`src/rtl/tx_byte_serializer.sv`:
```
// tx_byte_serializer
//   Selects one of NUM_SRC parallel words, parks it in a one-entry holding
//   register under a ready/valid handshake and shifts it out one bit per
//   shift_enable strobe. A word waiting in the holding register is loaded
//   on the final strobe of the current word, so consecutive words leave
//   with no idle bit between them.
//
// Ports
//   clk          system clock, rising edge
//   n_rst        asynchronous active-low reset
//   src_data     NUM_SRC flattened words, source i at [i*DATA_WIDTH +: DATA_WIDTH]
//   src_sel      source index, sampled on the accept edge
//   load_valid   producer offers the selected word
//   load_ready   holding register empty
//   shift_enable bit strobe
//   flush        synchronous abort, highest priority
//   out_bit      serial output (IDLE_BIT when not shifting)
//   byte_done    one-cycle pulse after the last bit of a word
//   busy         shifting or holding register full
module tx_byte_serializer #(
   parameter int DATA_WIDTH = 8,
   parameter int NUM_SRC    = 4,
   parameter bit SHIFT_MSB  = 1'b0,
   parameter bit IDLE_BIT   = 1'b1,
   localparam int SEL_W     = (NUM_SRC > 1) ? $clog2(NUM_SRC) : 1
) (
   input  logic                          clk,
   input  logic                          n_rst,
   input  logic [NUM_SRC*DATA_WIDTH-1:0] src_data,
   input  logic [SEL_W-1:0]              src_sel,
   input  logic                          load_valid,
   output logic                          load_ready,
   input  logic                          shift_enable,
   input  logic                          flush,
   output logic                          out_bit,
   output logic                          byte_done,
   output logic                          busy
);

   localparam int CNT_W = (DATA_WIDTH > 1) ? $clog2(DATA_WIDTH) : 1;
   localparam logic [CNT_W-1:0] LAST = CNT_W'(DATA_WIDTH - 1);

   typedef enum logic {S_IDLE, S_SHIFT} state_t;

   state_t                              state_q, state_d;
   logic [NUM_SRC-1:0][DATA_WIDTH-1:0]  src_arr;
   logic [DATA_WIDTH-1:0]               sel_word;
   logic [DATA_WIDTH-1:0]               hold_q;
   logic                                hold_full;
   logic [DATA_WIDTH-1:0]               sreg;
   logic [CNT_W-1:0]                    cnt;
   logic                                accept;
   logic                                shift_step;
   logic                                last_bit;
   logic                                load_sreg;

   assign src_arr = src_data;

   // Compare-based mux: an index with no matching source (including
   // non-power-of-two NUM_SRC) yields an all-zero word.
   always_comb begin
      sel_word = '0;
      for (int i = 0; i < NUM_SRC; i++)
         if (src_sel == SEL_W'(i)) sel_word = src_arr[i];
   end

   // Accept only into an empty hold; a transfer needs a full hold, so the
   // two can never happen on the same edge.
   assign accept     = load_valid && !hold_full && !flush;
   assign shift_step = (state_q == S_SHIFT) && shift_enable;
   assign last_bit   = shift_step && (cnt == LAST);
   assign load_sreg  = hold_full && ((state_q == S_IDLE) || last_bit);

   // State register
   always_ff @(posedge clk or negedge n_rst) begin
      if (!n_rst) state_q <= S_IDLE;
      else        state_q <= state_d;
   end

   // Next state
   always_comb begin
      state_d = state_q;
      if (flush) begin
         state_d = S_IDLE;
      end else begin
         case (state_q)
            S_IDLE:  if (hold_full)             state_d = S_SHIFT;
            S_SHIFT: if (last_bit && !hold_full) state_d = S_IDLE;
            default:                            state_d = S_IDLE;
         endcase
      end
   end

   // Outputs
   always_comb begin
      out_bit = IDLE_BIT;
      if (state_q == S_SHIFT)
         out_bit = SHIFT_MSB ? sreg[DATA_WIDTH-1] : sreg[0];
      busy       = (state_q == S_SHIFT) || hold_full;
      load_ready = !hold_full;
   end

   // Datapath: holding register, shift register, bit counter, done pulse
   always_ff @(posedge clk or negedge n_rst) begin
      if (!n_rst) begin
         hold_q    <= '0;
         hold_full <= 1'b0;
         sreg      <= '0;
         cnt       <= '0;
         byte_done <= 1'b0;
      end else if (flush) begin
         hold_full <= 1'b0;
         cnt       <= '0;
         byte_done <= 1'b0;
      end else begin
         byte_done <= last_bit;
         if (accept) begin
            hold_q    <= sel_word;
            hold_full <= 1'b1;
         end else if (load_sreg) begin
            hold_full <= 1'b0;
         end
         if (load_sreg) begin
            sreg <= hold_q;
            cnt  <= '0;
         end else if (last_bit) begin
            cnt  <= '0;
         end else if (shift_step) begin
            sreg <= SHIFT_MSB ? (sreg << 1) : (sreg >> 1);
            cnt  <= cnt + CNT_W'(1);
         end
      end
   end

endmodule

```
`config.mk`:
```
export PLATFORM = sky130hd
export DESIGN_NAME = tx_byte_serializer
export DESIGN_NICKNAME = d
export VERILOG_FILES = /design/src/rtl/tx_byte_serializer.sv
export SDC_FILE = /design/constraint.sdc
export NUM_CORES = 1
export LEC_CHECK = 0
export ABC_AREA = 1
export CAP_MARGIN = 30
export CORE_MARGIN = 5
export CORE_UTILIZATION = 44
export DETAILED_ROUTE_END_ITERATION = 16
export MAX_ROUTING_LAYER = met4
export PLACE_DENSITY = 0.78
export SETUP_SLACK_MARGIN = 0.4
export SYNTH_ARGS = -nofsm -noshare
export SYNTH_HDL_FRONTEND = slang
export SYNTH_SLANG_ARGS = --single-unit
```
`constraint.sdc`:
```
create_clock -name clk -period 1.6 [get_ports clk]
set_input_delay 0.32 -clock clk [delete_from_list [all_inputs] [get_ports clk]]
set_output_delay 0.32 -clock clk [all_outputs]
set_load 0.02 [all_outputs]
```
Word-level counts from Yosys, hierarchy flattened
Cells that the tools add are included.
- output and inout bits: 4
- memories kept: 0
- register bits after elaboration: 22
- RAM bits: 0
- memory bits (read-only): 0
- input port bits: 39
- bits in latches: 0
- logic and storage cells: 50
- divide/modulo/power cells: 0
- equal/unequal tests: 5
- multiplexer cells: 20
- $add $sub $neg: 1
- reduce and logical (&&, ||, !) cells: 16
- multiply operators: 0
- magnitude comparators: 0
- shift operators: 0
- bitwise gates (word level): 2
- operators by type and width (kind ; number):
    $mux W8 ; 7
    $mux W3 ; 4
    $mux W1 ; 8
    $logic_and A1 B1 Y1 ; 6
    $eq A2 B2 Y1 const B ; 2
    $reduce_bool A4 Y1 ; 1
    $add A3 B1 Y3 const B ; 1
    $eq A3 B3 Y1 const B ; 1
    $reduce_and A3 Y1 ; 1
    $reduce_bool A3 Y1 ; 1
    $eq A2 B1 Y1 const B ; 1
    $logic_not A1 Y1 ; 2
    $logic_not A2 Y1 ; 1
    $logic_or A1 B1 Y1 ; 2
    $ne A2 B1 Y1 const B ; 1
    $not A1 Y1 ; 2
    $pmux W1 S2 ; 1
    $reduce_and A2 Y1 ; 1
    $reduce_bool A2 Y1 ; 1

Logic depth before layout (Yosys ltp)
- depth in word-level cells: 7
- depth in mapped cells: 9
- depth with buffers taken out: 9

Worst setup path after synthesis
No wires, ideal clock.
- path type: register to register
- start point: reg cnt[0]
- end point: reg sreg[0]
- data arrival time: 1.374 ns
- library setup time: 0.065 ns
- data required time: 1.535 ns
- period minus slack after synthesis: 1.439 ns
- slack: 0.161 ns
- cell stages (with the launch flop): 10
- cells stage by stage: dfrtp_1 ha_1 ha_1 nand3_2 nand2_2 nand2_4 nand2_1 nand2_2 nand2_1 nand2_1
- cells in the longest elaborated chain, start to end: 6
- elaborated cells on any way between the ends: 8
- RTL lines (what ; line ; RTL):
    start, declared ; 51 ; logic [CNT_W-1:0] cnt;
    start signal, assigned ; 130 ; cnt <= cnt + CNT_W'(1);
    $eq A3 B3 Y1 (*) ; 71 ; assign last_bit = shift_step && (cnt == LAST);
    $logic_and A1 B1 Y1 (*) ; 71 ;
    $logic_or A1 B1 Y1 ; 72 ; assign load_sreg = hold_full && ((state_q == S_IDLE) || last_bit);
    $logic_and A1 B1 Y1 ; 72 ;
    $ne A2 B1 Y1 (no source line) / $reduce_bool A2 Y1 (equally long branches) ; n/a ;
    $reduce_and A3 Y1 (no source line) ; n/a ;
    end signal, assigned ; 124 ; sreg <= hold_q;
    end signal, assigned ; 129 ; sreg <= SHIFT_MSB ? (sreg << 1) : (sreg >> 1);
    end, declared ; 50 ; logic [DATA_WIDTH-1:0] sreg;
Every way passes the cells marked *; elsewhere a longest branch is shown, timed or not.
A chain may end at the register's enable or synchronous reset.

Worst setup path in the final report
- start point: reg cnt[1]
- end point: reg sreg[5]
Same word-level chain as after synthesis.

==> results_dict.tcl <==
set metrics [dict create \
    cap_viol_max_count 0 \
    power.share.clock_pct 24.1 \
    slew_headroom_pct 79.4 \
    ant_nets 0 \
    die_w_um 63.0 \
    viasPerCell 5.19 \
    run_status "completed" \
    synthCells 172 \
    cts_num_sinks 22 \
    grt_usage_pct 19.2 \
    path_clk_slew_ps 120 \
    grt_max_degree 23 \
    placed_cells 257 \
    drt-met1-wl_um 1490 \
    wl_um 3680 \
    synth_seq_cells 22 \
    drc 0 \
    nNetsFinal 281 \
    first_global_vias 1511 \
    cellLeakagePower_nw 1.01 \
    die_h_um 63.0 \
    grt_remaining_overflow 0 \
    numPortBuffers 42 \
    period_share_pct 91.6 \
    hold_class "input pin to asynchronous set/reset pin" \
    layout_min_cycle_time_ps 1470 \
    internal-power_mw 1.22 \
    core_um2 2730 \
    grt_pass1_wl_um 6150 \
    dpl_worst_slack_ps -35.1 \
    slew_violations 0 \
    end_kind "register" \
    critPathArrivalTime_ps 1680 \
    switching_power_mw 0.534 \
    diodes 0 \
    finalNonFillerCells 270 \
    fin_ws_ps 134 \
    p_sw_share_pct 30.5 \
    power.density_nw_per_um2 841 \
    finalClockSkew_ps 1.78 \
    top_layer "met4" \
    required_ps 1810 \
    start_util_pct 45.2 \
    setup_viol 0 \
    reg2reg_depth 9 \
    syn_area_um2 1240 \
    gp_congestion 0.859 \
    clockRootBuffer "clkbuf_4" \
    p_comb_share_pct 33.1 \
    worstSetupPathType "register to register" \
    finalHoldViolCount 0 \
    path_max_fanout 8 \
    synth_area_per_cell_um2 7.19 \
    antenna_found_initial 0 \
    synth_cell_types 21 \
    htreeDepth 1 \
    die_area_um2 3970 \
    yosysWarnings 0 \
    cts_tree "done" \
    cp-startpoint "cnt[1]" \
    r2r_start "cnt[1]" \
    numCtsBuffers 3 \
    rows 19 \
    fmax_mhz 682 \
    reg2reg_to "sreg[5]" \
    vias 1401 \
    worstMarginPinSlew_ps 309 \
    dr.pass1.iters 4 \
    clk_latency_ps 310 \
    yosysSeqAreaShare_pct 44.5 \
    wl_met2_um 1870 \
    vdd_drop_max_v 0.000875 \
    syn_to_final_growth_pct 68.4 \
    io_pins 43 \
    avgRoutedWirePerCell_um 13.6 \
    cts.path.max_buffers 2 \
    seqPwrFrac_pct 42.8 \
    rsz0062_at_grt "yes" \
    wl_met3_um 218 \
    drt-initial-drc-count 98 \
    place_hpwl_um 2600 \
    r2r_setup_slack_ps 130 \
    drive_above_1_share_pct 27.6 \
    syn_nets 213 \
    cp-start-kind "register" \
]
-- worst max-delay path, cell delays in order (launching register included) --
cell and delay, ps:
dfrtp_1 430, ha_4 180, ha_4 170, nand3_4 90
nand2_8 90, buf_6 140, nand3_1 70, nand2_1 70
nand2_1 70, nand2_1 60
-- metrics by stage --
step           setup TNS [ps]  hold WS, ps  cell area [um2]  total power [mW]  util, %
2_1_floorplan               0         24.4             1290             0.993        -
3_3_place_gp            -4.00          456             1840              1.19     67.3
3_5_place_dp             -233          470             1840              1.22     67.3
4_1_cts                     0          347             1990              1.70     72.7
5_1_grt                     0          354             2080              1.86     76.2
6_report                    0          337             2080              1.75     76.2
-- power by group through the flow --
stage	registers (mW)	logic, mW	clock network (mW)
after floorplan	0.734	0.259	0
after global placement	0.740	0.451	0
after detailed placement	0.749	0.468	0
after CTS	0.736	0.530	0.433
after global routing	0.761	0.642	0.461
final	0.749	0.580	0.422
-- routing by layer --
layer  track usage, %  vias to the layer above
met5                -                        -
met4             9.02                        0
met3             2.34                       13
met2             34.4                       59
met1             20.6                      644
li1                 -                      685
-- placed cells by master (no fill, tap or decap) --
cell             instances
nand2_1                 78
clkdlybuf4s50_1         36
dfrtp_1                 21
buf_4                   18
nand3_1                 14
nand2_2                 12
nand4_1                  8
inv_1                    6
buf_6                    6
nand2_4                  4
a21oi_1                  3
nor2_2                   3
clkbuf_4                 3
nand2_8                  2
nor2_1                   2
inv_2                    2
o21ai_0                  2
ha_4                     2
dlygate4sd2_1            2
buf_12                   2
inv_4                    1
or2_4                    1
nand3_4                  1
nor2_4                   1
a21oi_4                  1
nor3_1                   1
nor3_4                   1
o21ai_2                  1
a21oi_2                  1
nand3_2                  1
bufinv_16                1
dfrtp_2                  1
buf_2                    1
-- cell families (layout without fill, tap and decap cells) --
family	count (synthesis)	after routing	synth area share (%)
AO/OA/AOI/OAI	8	8	4.45
flip-flops	22	22	44.5
adder cells (fa/ha/maj)	2	2	2.02
AND/OR/NAND/NOR	128	129	44.3
buffers and inverters	12	78	4.66
-- Yosys cell counts --
master | count | share of area (%)
nor2_1 | 6 | 1.8
o21ai_0 | 2 | 0.81
nand2_1 | 92 | 28
a21oi_4 | 1 | 1.3
buf_2 | 1 | 0.40
inv_2 | 2 | 0.61
nor3_1 | 1 | 0.40
inv_1 | 7 | 2.1
nand3_2 | 1 | 0.81
dfrtp_1 | 22 | 45
ha_1 | 2 | 2.0
buf_4 | 1 | 0.61
nand2_4 | 1 | 0.91
nand4_1 | 8 | 4.0
nand2_2 | 2 | 1.0
a21oi_1 | 4 | 1.6
or2_2 | 1 | 0.51
nor3_2 | 1 | 0.81
buf_6 | 1 | 0.91
nand3_1 | 15 | 6.1
o21ai_2 | 1 | 0.71
-- worst max-delay path by stage --
stage,slack [ps],endpoint
after floorplan,270,sreg[0]
after global placement,-1,sreg[4]
after detailed placement,-40,hold_q[5]
after CTS,140,sreg[4]
after global routing,10,sreg[0]
final,130,sreg[5]
-- final cells by class --
type | count | area (um2)
Multi-Input combinational cell | 139 | 777
Clock inverter | 1 | 30.0
Fill cell | 191 | 652
Sequential cell | 22 | 552
Tap cell | 31 | 38.8
Timing Repair Buffer | 65 | 626
Clock buffer | 3 | 22.5
Inverter | 9 | 36.3
-- timing repair --
item                                    4_1_cts  5_1_grt
hold buffers                                  0        0
endpoints found under the setup margin       24       24
pin swaps                                     5       13
gates cloned                                  1        0
setup buffers                                 5        3
resized for setup                            38       18
-- sequential cells by signal, summed over array words and instances (netlist names) --
name and flops:
cnt 3, state_q 1, byte_done 1, hold_full 1, hold_q 8, sreg 8
Note: power is estimated with default switching activity, not from simulation.
